$ cat src/rtl/uart_rx_param_if.sv
// uart_rx_param_if: word-side handshake of the parametrised UART receiver.
// master = receiver (presents the word and status), slave = consumer (rx_ready).
interface uart_rx_param_if #(
    parameter int DATA_BITS = 8
);
    logic [DATA_BITS-1:0] rx_data;
    logic                 rx_valid;
    logic                 rx_ready;
    logic                 frame_err;
    logic                 parity_err;
    logic                 overrun;
    logic                 busy;

    modport master (
        output rx_data, rx_valid, frame_err, parity_err, overrun, busy,
        input  rx_ready
    );

    modport slave (
        input  rx_data, rx_valid, frame_err, parity_err, overrun, busy,
        output rx_ready
    );
endinterface

$ cat src/rtl/uart_rx_param.sv
// uart_rx_param: parametrised UART receiver with internal sample-tick divider,
// 3-sample majority vote, false-start rejection, framing/overrun detection and
// a valid/ready word handshake.
// Optional parity bit: define UART_RX_PARITY_EN to insert a PARITY state after
// the data bits; otherwise parity_err is tied to 0.
module uart_rx_param #(
    parameter int CLK_DIV    = 25,  // clk cycles per sample tick (>=2)
    parameter int OVERSAMPLE = 16,  // sample ticks per bit (even, >=8)
    parameter int DATA_BITS  = 8,   // 5..9, LSB first
    parameter int STOP_BITS  = 1,   // 1 or 2
    parameter int PARITY_ODD = 0    // 0 = even, 1 = odd
) (
    input  logic            clk,
    input  logic            reset,
    input  logic            rx,
    uart_rx_param_if.master bus
);
    localparam int M     = OVERSAMPLE / 2;
    localparam int DIV_W = $clog2(CLK_DIV);
    localparam int S_W   = $clog2(OVERSAMPLE);
    localparam int BIT_W = $clog2(DATA_BITS);

    localparam logic [DIV_W-1:0] DIV_LAST = DIV_W'(CLK_DIV - 1);
    localparam logic [DIV_W-1:0] DIV_ONE  = DIV_W'(1);
    localparam logic [S_W-1:0]   S_VOTE0  = S_W'(M - 1);
    localparam logic [S_W-1:0]   S_VOTE1  = S_W'(M);
    localparam logic [S_W-1:0]   S_DECIDE = S_W'(M + 1);
    localparam logic [S_W-1:0]   S_LAST   = S_W'(OVERSAMPLE - 1);
    localparam logic [S_W-1:0]   S_ONE    = S_W'(1);
    localparam logic [BIT_W-1:0] BIT_LAST = BIT_W'(DATA_BITS - 1);
    localparam logic [BIT_W-1:0] BIT_ONE  = BIT_W'(1);
    localparam logic             STOP_LAST = (STOP_BITS == 2);
    localparam logic             PAR_SENSE = (PARITY_ODD != 0);

    typedef enum logic [2:0] {
        ST_IDLE,
        ST_START,
        ST_DATA,
        ST_PARITY,
        ST_STOP,
        ST_BREAK
    } state_t;

    state_t               state_reg;
    logic                 sync1_reg;
    logic                 rx_s_reg;
    logic [DIV_W-1:0]     div_reg;
    logic [S_W-1:0]       s_reg;
    logic                 vote0_reg;
    logic                 vote1_reg;
    logic [BIT_W-1:0]     bit_cnt_reg;
    logic                 stop_cnt_reg;
    logic [DATA_BITS-1:0] shift_reg;
    logic                 ferr_acc_reg;
    logic [DATA_BITS-1:0] data_reg;
    logic                 valid_reg;
    logic                 ferr_reg;
    logic                 overrun_reg;

    logic tick;
    logic start_det;
    logic vote;
    logic at_decide;
    logic at_end;
    logic complete;
    logic ferr_new;

    assign tick      = (div_reg == DIV_LAST);
    assign start_det = (state_reg == ST_IDLE) && !rx_s_reg;
    // Majority of the samples at s=M-1, s=M and the live sample at s=M+1.
    assign vote      = (vote0_reg & vote1_reg) | (vote0_reg & rx_s_reg) | (vote1_reg & rx_s_reg);
    assign at_decide = tick && (s_reg == S_DECIDE);
    assign at_end    = tick && (s_reg == S_LAST);
    // The frame completes at the vote of the last stop bit, not at its end,
    // so a back-to-back start edge is never missed.
    assign complete  = (state_reg == ST_STOP) && at_decide && (stop_cnt_reg == STOP_LAST);
    assign ferr_new  = ferr_acc_reg | ~vote;

    // Two-flop synchronizer for the asynchronous serial line, idles high.
    always_ff @(posedge clk or negedge reset) begin
        if (!reset) begin
            sync1_reg <= 1'b1;
            rx_s_reg  <= 1'b1;
        end else begin
            sync1_reg <= rx;
            rx_s_reg  <= sync1_reg;
        end
    end

    // Sample-tick divider, re-phased on every start edge.
    always_ff @(posedge clk or negedge reset) begin
        if (!reset) begin
            div_reg <= '0;
        end else if (start_det || tick) begin
            div_reg <= '0;
        end else begin
            div_reg <= div_reg + DIV_ONE;
        end
    end

`ifdef UART_RX_PARITY_EN
    logic par_bit_reg;
    logic perr_reg;
    logic perr_new;

    // Received parity bit disagrees with the data XOR (inverted for odd parity).
    assign perr_new       = par_bit_reg ^ (^shift_reg) ^ PAR_SENSE;
    assign bus.parity_err = perr_reg;

    // Parity bit capture and its error flag, loaded together with the word.
    always_ff @(posedge clk or negedge reset) begin
        if (!reset) begin
            par_bit_reg <= 1'b0;
            perr_reg    <= 1'b0;
        end else begin
            if ((state_reg == ST_PARITY) && at_decide) begin
                par_bit_reg <= vote;
            end
            if (complete && (!valid_reg || bus.rx_ready)) begin
                perr_reg <= perr_new;
            end
        end
    end
`else
    // No parity bit on the line, so the parity sense has nothing to act on.
    assign bus.parity_err = PAR_SENSE & 1'b0;
`endif

    // Frame FSM plus the registered word/handshake outputs.
    always_ff @(posedge clk or negedge reset) begin
        if (!reset) begin
            state_reg    <= ST_IDLE;
            s_reg        <= '0;
            vote0_reg    <= 1'b0;
            vote1_reg    <= 1'b0;
            bit_cnt_reg  <= '0;
            stop_cnt_reg <= 1'b0;
            shift_reg    <= '0;
            ferr_acc_reg <= 1'b0;
            data_reg     <= '0;
            valid_reg    <= 1'b0;
            ferr_reg     <= 1'b0;
            overrun_reg  <= 1'b0;
        end else begin
            overrun_reg <= 1'b0;

            if (state_reg == ST_IDLE) begin
                s_reg <= '0;
            end else if (tick) begin
                s_reg <= (s_reg == S_LAST) ? '0 : s_reg + S_ONE;
            end
            if (tick && (s_reg == S_VOTE0)) begin
                vote0_reg <= rx_s_reg;
            end
            if (tick && (s_reg == S_VOTE1)) begin
                vote1_reg <= rx_s_reg;
            end

            case (state_reg)
                ST_IDLE: begin
                    ferr_acc_reg <= 1'b0;
                    if (!rx_s_reg) begin
                        state_reg <= ST_START;
                    end
                end
                ST_START: begin
                    if (at_decide && vote) begin
                        state_reg <= ST_IDLE;
                    end else if (at_end) begin
                        state_reg   <= ST_DATA;
                        bit_cnt_reg <= '0;
                    end
                end
                ST_DATA: begin
                    if (at_decide) begin
                        shift_reg <= {vote, shift_reg[DATA_BITS-1:1]};
                    end
                    if (at_end) begin
                        if (bit_cnt_reg == BIT_LAST) begin
`ifdef UART_RX_PARITY_EN
                            state_reg <= ST_PARITY;
`else
                            state_reg <= ST_STOP;
`endif
                            stop_cnt_reg <= 1'b0;
                        end else begin
                            bit_cnt_reg <= bit_cnt_reg + BIT_ONE;
                        end
                    end
                end
                ST_PARITY: begin
                    if (at_end) begin
                        state_reg    <= ST_STOP;
                        stop_cnt_reg <= 1'b0;
                    end
                end
                ST_STOP: begin
                    if (at_decide) begin
                        if (stop_cnt_reg == STOP_LAST) begin
                            state_reg <= vote ? ST_IDLE : ST_BREAK;
                        end else begin
                            ferr_acc_reg <= ferr_new;
                        end
                    end
                    if (at_end) begin
                        stop_cnt_reg <= 1'b1;
                    end
                end
                ST_BREAK: begin
                    if (rx_s_reg) begin
                        state_reg <= ST_IDLE;
                    end
                end
                default: state_reg <= ST_IDLE;
            endcase

            if (complete) begin
                if (!valid_reg || bus.rx_ready) begin
                    data_reg  <= shift_reg;
                    ferr_reg  <= ferr_new;
                    valid_reg <= 1'b1;
                end else begin
                    overrun_reg <= 1'b1;
                end
            end else if (valid_reg && bus.rx_ready) begin
                valid_reg <= 1'b0;
            end
        end
    end

    assign bus.rx_data   = data_reg;
    assign bus.rx_valid  = valid_reg;
    assign bus.frame_err = ferr_reg;
    assign bus.overrun   = overrun_reg;
    assign bus.busy      = (state_reg != ST_IDLE);
endmodule

$ cat src/flat_wrapper.sv
// flat-port wrapper written by rule: the top's interface ports become plain ports
module uart_rx_param_flat 
#(
    parameter int CLK_DIV    = 25,                                     
    parameter int OVERSAMPLE = 16,                                     
    parameter int DATA_BITS  = 8,                     
    parameter int STOP_BITS  = 1,            
    parameter int PARITY_ODD = 0                        
)
  (clk, reset, rx, bus_rx_data, bus_rx_valid, bus_frame_err, bus_parity_err, bus_overrun, bus_busy, bus_rx_ready);
  uart_rx_param_if #(.DATA_BITS(DATA_BITS)) bus_i ();
  input  logic clk;
  input  logic reset;
  input  logic rx;
  output wire logic [$bits(bus_i.rx_data)-1:0] bus_rx_data;
  output wire logic [$bits(bus_i.rx_valid)-1:0] bus_rx_valid;
  output wire logic [$bits(bus_i.frame_err)-1:0] bus_frame_err;
  output wire logic [$bits(bus_i.parity_err)-1:0] bus_parity_err;
  output wire logic [$bits(bus_i.overrun)-1:0] bus_overrun;
  output wire logic [$bits(bus_i.busy)-1:0] bus_busy;
  input wire logic [$bits(bus_i.rx_ready)-1:0] bus_rx_ready;
  assign bus_rx_data = bus_i.rx_data;
  assign bus_rx_valid = bus_i.rx_valid;
  assign bus_frame_err = bus_i.frame_err;
  assign bus_parity_err = bus_i.parity_err;
  assign bus_overrun = bus_i.overrun;
  assign bus_busy = bus_i.busy;
  assign bus_i.rx_ready = bus_rx_ready;
  uart_rx_param #(.CLK_DIV(CLK_DIV), .OVERSAMPLE(OVERSAMPLE), .DATA_BITS(DATA_BITS), .STOP_BITS(STOP_BITS), .PARITY_ODD(PARITY_ODD)) u_core (.clk(clk), .reset(reset), .rx(rx), .bus(bus_i));
endmodule
$ cat config.mk
export PLATFORM = sky130hd
export DESIGN_NAME = uart_rx_param_flat
export DESIGN_NICKNAME = d
export VERILOG_FILES = /design/src/rtl/uart_rx_param_if.sv /design/src/rtl/uart_rx_param.sv /design/src/flat_wrapper.sv
export SDC_FILE = /design/constraint.sdc
export NUM_CORES = 1
export LEC_CHECK = 0
export BUFFER_PORTS_ARGS = -buffer_cell sky130_fd_sc_hd__buf_2
export CAP_MARGIN = 25
export CORE_UTILIZATION = 45
export DETAILED_ROUTE_END_ITERATION = 8
export SLEW_MARGIN = 20
export SYNTH_ARGS = -nofsm -noshare
export SYNTH_HDL_FRONTEND = slang
export SYNTH_SLANG_ARGS = --single-unit
$ cat constraint.sdc
create_clock -name clk -period 5.3 [get_ports clk]
set_input_delay 0.265 -clock clk [delete_from_list [all_inputs] [get_ports clk]]
set_output_delay 0.265 -clock clk [all_outputs]
set_load 0.01 [all_outputs]
==> results of run 1 <==
## path summary, 6_finish.rpt
check / slack, ns / to / cells past startpoint
min in group asynchronous: 0.08 / u_core.state_reg[0]$_DFFE_PN0P_ / 1
max in group asynchronous: 4.67 / u_core.state_reg[1]$_DFFE_PN0P_ / 1
max reg2reg: 3.16 / u_core.shift_reg[4]$_DFFE_PN0P_ / 6
min reg2reg: 0.36 / u_core.rx_s_reg$_DFF_PN1_ / 0
min: 0.07 / u_core.sync1_reg$_DFF_PN1_ / 1
max: 3.16 / u_core.shift_reg[4]$_DFFE_PN0P_ / 6
## metal layers
layer	vias up	GRT usage, %	part of all wire, %
li1	573	-	-
met1	571	21.6	48
met2	26	25.4	46
met3	4	6.34	4.3
met4	0	7.71	1.7
met5	-	0	0
## power by group
group / total, mW / internal (mW) / leakage, nW / switching (mW)
logic: 0.00695 / 0.000921 / 0.505 / 0.00603
clock network: 0.192 / 0.0890 / 0.0400 / 0.103
registers: 0.307 / 0.306 / 0.523 / 0.000672
## kinds of logic after synthesis
| kind of cell | synth area share [%] |
|---|---|
| and+or+nand+nor | 13.3 |
| muxes | 14.9 |
| other | 0.200 |
| buffers and inverters | 3.60 |
| DFF | 53.4 |
| xor gates and xnor gates | 1.86 |
| AOI/OAI and AO/OA | 7.52 |
| adders and majority gates | 5.19 |
## placed cells by master (no fill, tap or decap), types with 4 or more instances in the layout
cell type,synthesis,final
o21ai_0,7,7
mux2_4,9,9
mux2_2,12,12
dfrtp_1,38,38
ha_1,7,7
nand2_1,6,6
clkbuf_8,0,5
nand3_1,4,4
nor2_1,16,16
inv_1,10,10
buf_2,0,15
## critical path, cell delays in order, from the launching register on
cell and delay [ns]:
dfrtp_1 0.41, inv_1 0.07, ha_1 0.15, and4b_2 0.31
nand3_4 0.12, nor3_2 0.57, mux2_2 0.41
## metrics by stage
stage	utilization (%)	cells	hold slack (ns)	setup WS, ns	cell area (sq um)
2_1_floorplan	-	156	-0.0306	3.30	1880
3_3_place_gp	49.7	216	0.347	3.23	1990
6_report	51.7	223	0.0692	3.16	2070
4_1_cts	51.7	223	0.0554	3.14	2070
3_5_place_dp	49.7	216	0.349	3.16	1990
5_1_grt	51.7	223	0.0481	3.02	2070
## cell type report
class	instances	area (sq um)	area share, %
clock buffers	5	68.8	3.33
flip-flops and latches	40	1000	48.5
multi-input cells	101	808	39.1
well taps	50	62.6	3.02
repair buffers	15	75.1	3.63
clock inverters	2	12.5	0.605
inverters	10	37.5	1.81
==> impl_metrics.toml, run 1 <==
[status]
status = "complete, no violations"

[floorplan]
dieWidth_um = 66.6
num_rows = 23
coreArea_sq_um = 4000
io_pins = 17
die-area_sq_um = 4440
start_util_pct = 47.0
die_y_um = 66.6

[yosys]
yosysMostFrequentCell = "dfrtp_1"
ys_top_cells_by_count = "dfrtp_1 (38), nor2_1 (16), mux2_2 (12), inv_1 (10), mux2_4 (9)"
ys.flop_type = "dfrtp_1"
yosysUniqueCellTypes = 43
synth_cells = 156
synth_area_sq_um = 1880
ys_ff_latch = 40
synth.avg_cell_area_sq_um = 12.0
syn_nets = 167
synth_top_area_share_pct = 50.6
yosys.area.top_type = "dfrtp_1"
synth_edf_count = 0
ys.warnings.count = 0
synth_area_leaders = "dfrtp_1 (51%), mux2_4 (7.2%), mux2_2 (7.2%), ha_1 (4.7%), nor2_1 (3.2%)"
async_flop_share_pct = 100
yosysSeqAreaShare_pct = 53.4

[cts]
cts_tree = "yes"
clock_sinks = 40
cts_setup_buffers = 0
cts_buffers = 5
htree_levels = 2
clock_path_buffers = 2
cts_resized = 0
worstSkewPairLatency_ns = 0.29
root_buffer = "clkbuf_8"
clkTransAtPathRegs_ns = 0.07
hold_buffers = 0

[timing]
finalCriticalPeriod_ns = 2.14
drv_slew = 0
rsz0062_at_grt = "false"
tightest_slew_ns = 0.868
finalSetupViolCount = 0
setup_tns_ns = 0
finalCritPeriodShare_pct = 40.4
slew_headroom_pct = 42.1
fin_skew_ns = 0.00630
hold_viol = 0
fmax_mhz = 467

[detailed_routing]
wire_per_inst_um = 14.1
routed_wl_mm = 3.15
drt_iter0_markers = 42
drc = 0
ant_nets = 0
vias = 1174
via_per_inst = 5.26
drt-pass1-iter-count = 4

[power]
vdd_drop_max_uv = 152
p_per_area_nw_per_um2 = 245
total_power_mw = 0.506
p_leak_nw = 1.07

[layout]
fillers = 362
antenna_cells = 0
area_delta_synth_final_pct = 10.1
final_layout_size_suffix_gt1_share_pct = 29.5
final_nets = 184

[placed_design]
dp_hpwl_mm = 2.20
place_congestion = 0.830
portBuffers = 15

[critical_path]
critPathCaptureType = "flip-flop"
r2r_start = "u_core.div_reg[0]$_DFF_PN0_"
cp.required_ns = 5.48
path_class = "flip-flop to flip-flop"
critPathLaunch = "u_core.div_reg[0]$_DFF_PN0_"
crit_arrival_ns = 2.32
crit_path_start_kind = "flip-flop"
path_max_fanout = 8

[worst_hold_path]
min-delay-start = "rx"
worstHoldPathType = "input port to flip-flop"

[grt]
antenna_found_initial = 0
grt_usage_pct = 17.0
grt_pass1_wl_mm = 5.37
overflow = 0
grt_pass1_vias = 1159
grt_max_degree = 41

[job]
maxCapViolations = 0
Power figures use the tool's default switching activity.
==> inputs of run 2 (changes only) <==
--- a/config.mk
+++ b/config.mk
@@ -9,6 +9,7 @@
 export CAP_MARGIN = 25
 export CORE_UTILIZATION = 45
 export DETAILED_ROUTE_END_ITERATION = 8
+export PLACE_DENSITY = 0.66
 export SLEW_MARGIN = 20
 export SYNTH_ARGS = -nofsm -noshare
 export SYNTH_HDL_FRONTEND = slang
==> constraint.sdc (replaced) <==
create_clock -name clk -period 1.9 [get_ports clk]
set_input_delay 0.095 -clock clk [delete_from_list [all_inputs] [get_ports clk]]
set_output_delay 0.095 -clock clk [all_outputs]
set_load 0.01 [all_outputs]
==> impl_metrics.toml, run 2 (synthesis results as in run 1) <==
[status]
status = "finished, violations left"
violations = "negative setup slack"

[floorplan]
dieWidth_um = 66.6
start_util_pct = 47.0
io_pins = 17
die_y_um = 66.6
num_rows = 23
die-area_sq_um = 4440
coreArea_sq_um = 4000

[timing]
setup_tns_ns = -0.0607
slew_headroom_pct = 43.1
timing.final.ws_setup_ns = -0.0158
finalCriticalPeriod_ns = 1.92
tightest_slew_ns = 0.854
drv_slew = 0
fin_skew_ns = 0.00891
hold_viol = 0
fmax_mhz = 522
finalSetupViolCount = 5
rsz0062_at_grt = "true"
finalCritPeriodShare_pct = 101

[detailed_routing]
via_per_inst = 5.23
wire_per_inst_um = 13.9
drc = 0
ant_nets = 0
routed_wl_mm = 3.41
drt_iter0_markers = 93
drt-pass1-iter-count = 5
vias = 1281

[grt]
grt_usage_pct = 17.9
grt_max_degree = 41
grt_pass1_vias = 1180
antenna_found_initial = 0
grt_pass1_wl_mm = 5.66
overflow = 0

[cts]
clock_sinks = 40
clock_path_buffers = 2
root_buffer = "clkbuf_8"
htree_levels = 2
cts_buffers = 5
clkTransAtPathRegs_ns = 0.08
worstSkewPairLatency_ns = 0.31
cts_tree = "yes"

[layout]
final_util_pct = 57.3
final_common_cell = "dfrtp_1"
layout_common_cells = "dfrtp_1 (38), buf_4 (17), nor2_1 (16)"
antenna_cells = 0
final_cells = 245
area_delta_synth_final_pct = 21.9
final_nets = 205
final_layout_size_suffix_gt1_share_pct = 36.9

[critical_path]
crit_buf_inv = 1
path_class = "flip-flop to flip-flop"
critPathCaptureType = "flip-flop"
crit_arrival_ns = 2.12
crit_path_start_kind = "flip-flop"
cp.depth = 7
cp.required_ns = 2.10
path_cells = "inv_1, ha_1, and4b_2, nand3_4, or3_4, nand2b_4, mux2_4"
path_delay_family = "simple AND/OR/NAND/NOR gates"
path_max_fanout = 5
slowest_stage = "dfrtp_1"
slowest_delay_ns = 0.38
r2r_cells = 7

[power]
p_per_area_nw_per_um2 = 698
p_leak_nw = 1.22
vdd_drop_max_uv = 428

[job]
maxCapViolations = 0

[placed_design]
portBuffers = 15
place_congestion = 0.823
dp_hpwl_mm = 2.39
dp_cells = 231

[worst_hold_path]
whs_path_depth = 3
worstHoldPathType = "input port to flip-flop"
[run 2: cell types whose count changed in the layout (fill, tap and decap cells not counted), sizes merged]
cell	previous run	this run
buf	15	33
dlygate4sd3	0	2
bufinv	0	1
clkinv	1	2
clkinvlp	1	0
nand2b	4	5
[run 2: cell type report]
class / count / area [sq um]
multi-input combinational: 102 / 837
timing repair buffer: 35 / 234
inverter: 10 / 37.5
sequential: 40 / 1000
fill: 342 / 1710
clock buffer: 5 / 68.8
clock inverter: 3 / 47.5
tap: 50 / 62.6
[run 2: per-stage QoR]
stage / hold WS (ns) / cell area [sq um] / worst slack [ns] / total power, mW
final: 0.241 / 2290 / -0.0158 / 1.60
after global routing: 0.293 / 2290 / -0.0827 / 1.65
after CTS: 0.255 / 2250 / -0.0175 / 1.62
after detailed placement: 0.203 / 2100 / -0.0165 / 0.894
after global placement: 0.199 / 2100 / 0.0205 / 0.893
after floorplan: -0.201 / 1880 / -0.0989 / 0.876
[run 2: tightest hold or removal path, stage by stage]
cell and delay [ns]:
buf_2 0.07, nand2b_1 0.26, nor2_1 0.08
[run 2: power by group]
group / switching [mW] / internal [mW]
registers: 0.00222 / 0.854
logic: 0.0171 / 0.00520
clock network: 0.324 / 0.395
[run 2: routing by layer]
metal	GRT usage, %	vias to the layer above	part of all wire (%)
li1	-	616	-
met1	22.1	622	45
met2	27.8	35	48
met3	4.62	8	4.2
met4	11.2	0	2.7
met5	0	-	0
[run 2: path summary, 6_finish.rpt]
path / startpoint / slack [ns] / endpoint
worst max-delay path: u_core.div_reg[0]$_DFF_PN0_ / -0.02 / u_core.bus.rx_data[5]$_DFFE_PN0P_
worst min-delay path: bus_rx_ready / 0.24 / u_core.bus.overrun$_DFF_PN0_
worst max register to register: u_core.div_reg[0]$_DFF_PN0_ / -0.02 / u_core.bus.rx_data[5]$_DFFE_PN0P_
worst min register to register: u_core.sync1_reg$_DFF_PN1_ / 0.35 / u_core.rx_s_reg$_DFF_PN1_
max in group asynchronous: reset / 0.93 / u_core.vote1_reg$_DFFE_PN0P_
min in group asynchronous: reset / 0.43 / u_core.bus.overrun$_DFF_PN0_
[run 2: timing repair]
action                     4_1_cts  5_1_grt
gates cloned                     1        0
resized for setup                1        4
hold endpoints to repair        39        0
setup endpoints to repair        9       19
pin swaps                        0        1
setup buffers                    0        3
hold buffers                     2        0
==> inputs of run 3 (changes only) <==
--- a/config.mk
+++ b/config.mk
@@ -10,6 +10,7 @@
 export CORE_UTILIZATION = 45
 export DETAILED_ROUTE_END_ITERATION = 8
 export PLACE_DENSITY = 0.66
+export RECOVER_POWER = 100
 export SLEW_MARGIN = 20
 export SYNTH_ARGS = -nofsm -noshare
 export SYNTH_HDL_FRONTEND = slang
==> impl_metrics.toml, run 3 (synthesis results as in run 1) <==
[status]
status = "finished, violations left"
violations = "negative setup slack"

[timing]
rsz0062_at_grt = "true"
whs_ns = 0.242
hold_viol = 0
finalCriticalPeriod_ns = 1.91
tightest_slew_ns = 0.973
finalCritPeriodShare_pct = 100
slew_headroom_pct = 35.2
setup_tns_ns = -0.0174
fin_skew_ns = 0.00761
finalSetupViolCount = 3
drv_slew = 0
timing.final.ws_setup_ns = -0.00788
fmax_mhz = 524

[detailed_routing]
drt-pass1-iter-count = 4
drc = 0
via_per_inst = 5.24
routed_wl_mm = 3.44
drt_iter0_markers = 91
vias = 1283
wire_per_inst_um = 14.1
ant_nets = 0

[power]
p_per_area_nw_per_um2 = 700
internal_power_mw = 1.25
swShare_pct = 21.3
power.switching_mw = 0.340
clock_power_share_pct = 44.9
combPwrFrac_pct = 1.4
seqPwrFrac_pct = 53.7
vdd_drop_max_uv = 428
p_leak_nw = 1.17

[cts]
worstSkewPairLatency_ns = 0.31
clkTransAtPathRegs_ns = 0.08
cts_tree = "yes"
htree_levels = 2
root_buffer = "clkbuf_8"
clock_path_buffers = 2
cts_buffers = 5
clock_sinks = 40

[critical_path]
slowest_delay_ns = 0.38
r2r_start = "u_core.div_reg[0]$_DFF_PN0_"
path_class = "flip-flop to flip-flop"
r2r_cells = 7
r2r_slack_ns = -0.008
slowest_stage = "dfrtp_1"
crit_path_start_kind = "flip-flop"
crit_arrival_ns = 2.10
rr_endpoint = "u_core.bus.rx_data[5]$_DFFE_PN0P_"
path_max_fanout = 5
critPathCaptureType = "flip-flop"
path_cells = "inv_1, ha_1, and4b_2, nand3_4, or3_4, nand2b_4, mux2_4"
cp.required_ns = 2.10

[worst_hold_path]
whs_path_depth = 3
whs_endpoint = "u_core.bus.overrun$_DFF_PN0_"
worstHoldPathType = "input port to flip-flop"
min-delay-start = "bus_rx_ready"

[placed_design]
dp_hpwl_mm = 2.39
dp_cells = 231
place_congestion = 0.823
portBuffers = 15
dp_slack_ns = -0.0165

[grt]
met3_usage_pct = 4.62
grt_max_degree = 41
grt_pass1_vias = 1180
antenna_found_initial = 0
grt_usage_pct = 17.9
top_usage_layer = "met2"
grt_pass1_wl_mm = 5.66
overflow = 0
grt_use_met1_pct = 22.1
met2_usage_pct = 27.8

[floorplan]
die_y_um = 66.6
die-area_sq_um = 4440
start_util_pct = 47.0
num_rows = 23
io_pins = 17
coreArea_sq_um = 4000
dieWidth_um = 66.6

[job]
maxCapViolations = 0

[layout]
final_common_cell = "dfrtp_1"
area_delta_synth_final_pct = 21.2
final_cells = 245
layout_common_cells = "dfrtp_1 (38), buf_4 (17), nor2_1 (16)"
antenna_cells = 0
final_layout_size_suffix_gt1_share_pct = 31.3
final_nets = 205
fillers = 346
## run 3: cell types whose count changed in the layout (fill, tap and decap cells not counted)
cell and delta:
clkbuf_2 +1, buf_2 -12, clkbuf_1 +11
## run 3: power groups by stage
stage | Sequential, mW | Combinational [mW] | Clock [mW]
final | 0.857 | 0.0226 | 0.716
after global routing | 0.857 | 0.0271 | 0.766
after CTS | 0.857 | 0.0237 | 0.740
after detailed placement | 0.873 | 0.0206 | 0
after global placement | 0.873 | 0.0197 | 0
after floorplan | 0.873 | 0.00282 | 0
## run 3: how the worst max path moves through the flow
stage | slack, ns | to | startpoint | cells past startpoint
2_1_floorplan | -0.1 | u_core.bus.frame_err$_DFFE_PN0P_ | u_core.div_reg[0]$_DFF_PN0_ | 8
3_3_place_gp | 0.02 | u_core.bus.rx_data[6]$_DFFE_PN0P_ | u_core.div_reg[0]$_DFF_PN0_ | 7
3_5_place_dp | -0.02 | u_core.bus.rx_data[1]$_DFFE_PN0P_ | u_core.div_reg[0]$_DFF_PN0_ | 7
4_1_cts | -0.02 | u_core.bus.rx_data[1]$_DFFE_PN0P_ | u_core.div_reg[0]$_DFF_PN0_ | 7
5_1_grt | -0.08 | u_core.bus.rx_data[1]$_DFFE_PN0P_ | u_core.div_reg[0]$_DFF_PN0_ | 7
6_report | -0.008 | u_core.bus.rx_data[5]$_DFFE_PN0P_ | u_core.div_reg[0]$_DFF_PN0_ | 7
## run 3: worst max-delay path: cells and delay by family, from the launching register on
family	cells	cell delay, ns
simple gates	4	0.90
flops	1	0.38
mux	1	0.32
fa+ha+maj	1	0.15
buf+inv	1	0.06
## run 3: cell type report
type                    instances  area [sq um]  share of cell area [%]
multi-input cells             102           837                    36.8
repair buffers                 35           220                    9.67
well taps                      50          62.6                    2.75
clock inverters                 3          47.5                    2.09
clock buffers                   5          68.8                    3.02
inverters                      10          37.5                    1.65
flip-flops and latches         40          1000                    44.1
## run 3: routing by layer
metal	routed length (um)	part of all wire (%)	up-vias
li1	-	-	616
met1	1530	44	634
met2	1690	49	25
met3	133	3.9	8
met4	91	2.6	0
met5	0	0	-
## run 3: repair_timing
action,in CTS,in global routing
buffers inserted,0,3
hold buffers,2,0
endpoints found under the hold margin,39,0
pin swaps,0,1
resized for setup,1,4
cloned,1,0
endpoints found under the setup margin,9,19
## run 3: per-stage QoR
stage                     total power [mW]  utilization, %  instance area [sq um]
final                                 1.59            56.9                   2280
after global routing                  1.65            56.9                   2280
after CTS                             1.62            56.2                   2250
after detailed placement             0.894            52.5                   2100
after global placement               0.893            52.5                   2100
after floorplan                      0.876               -                   1880
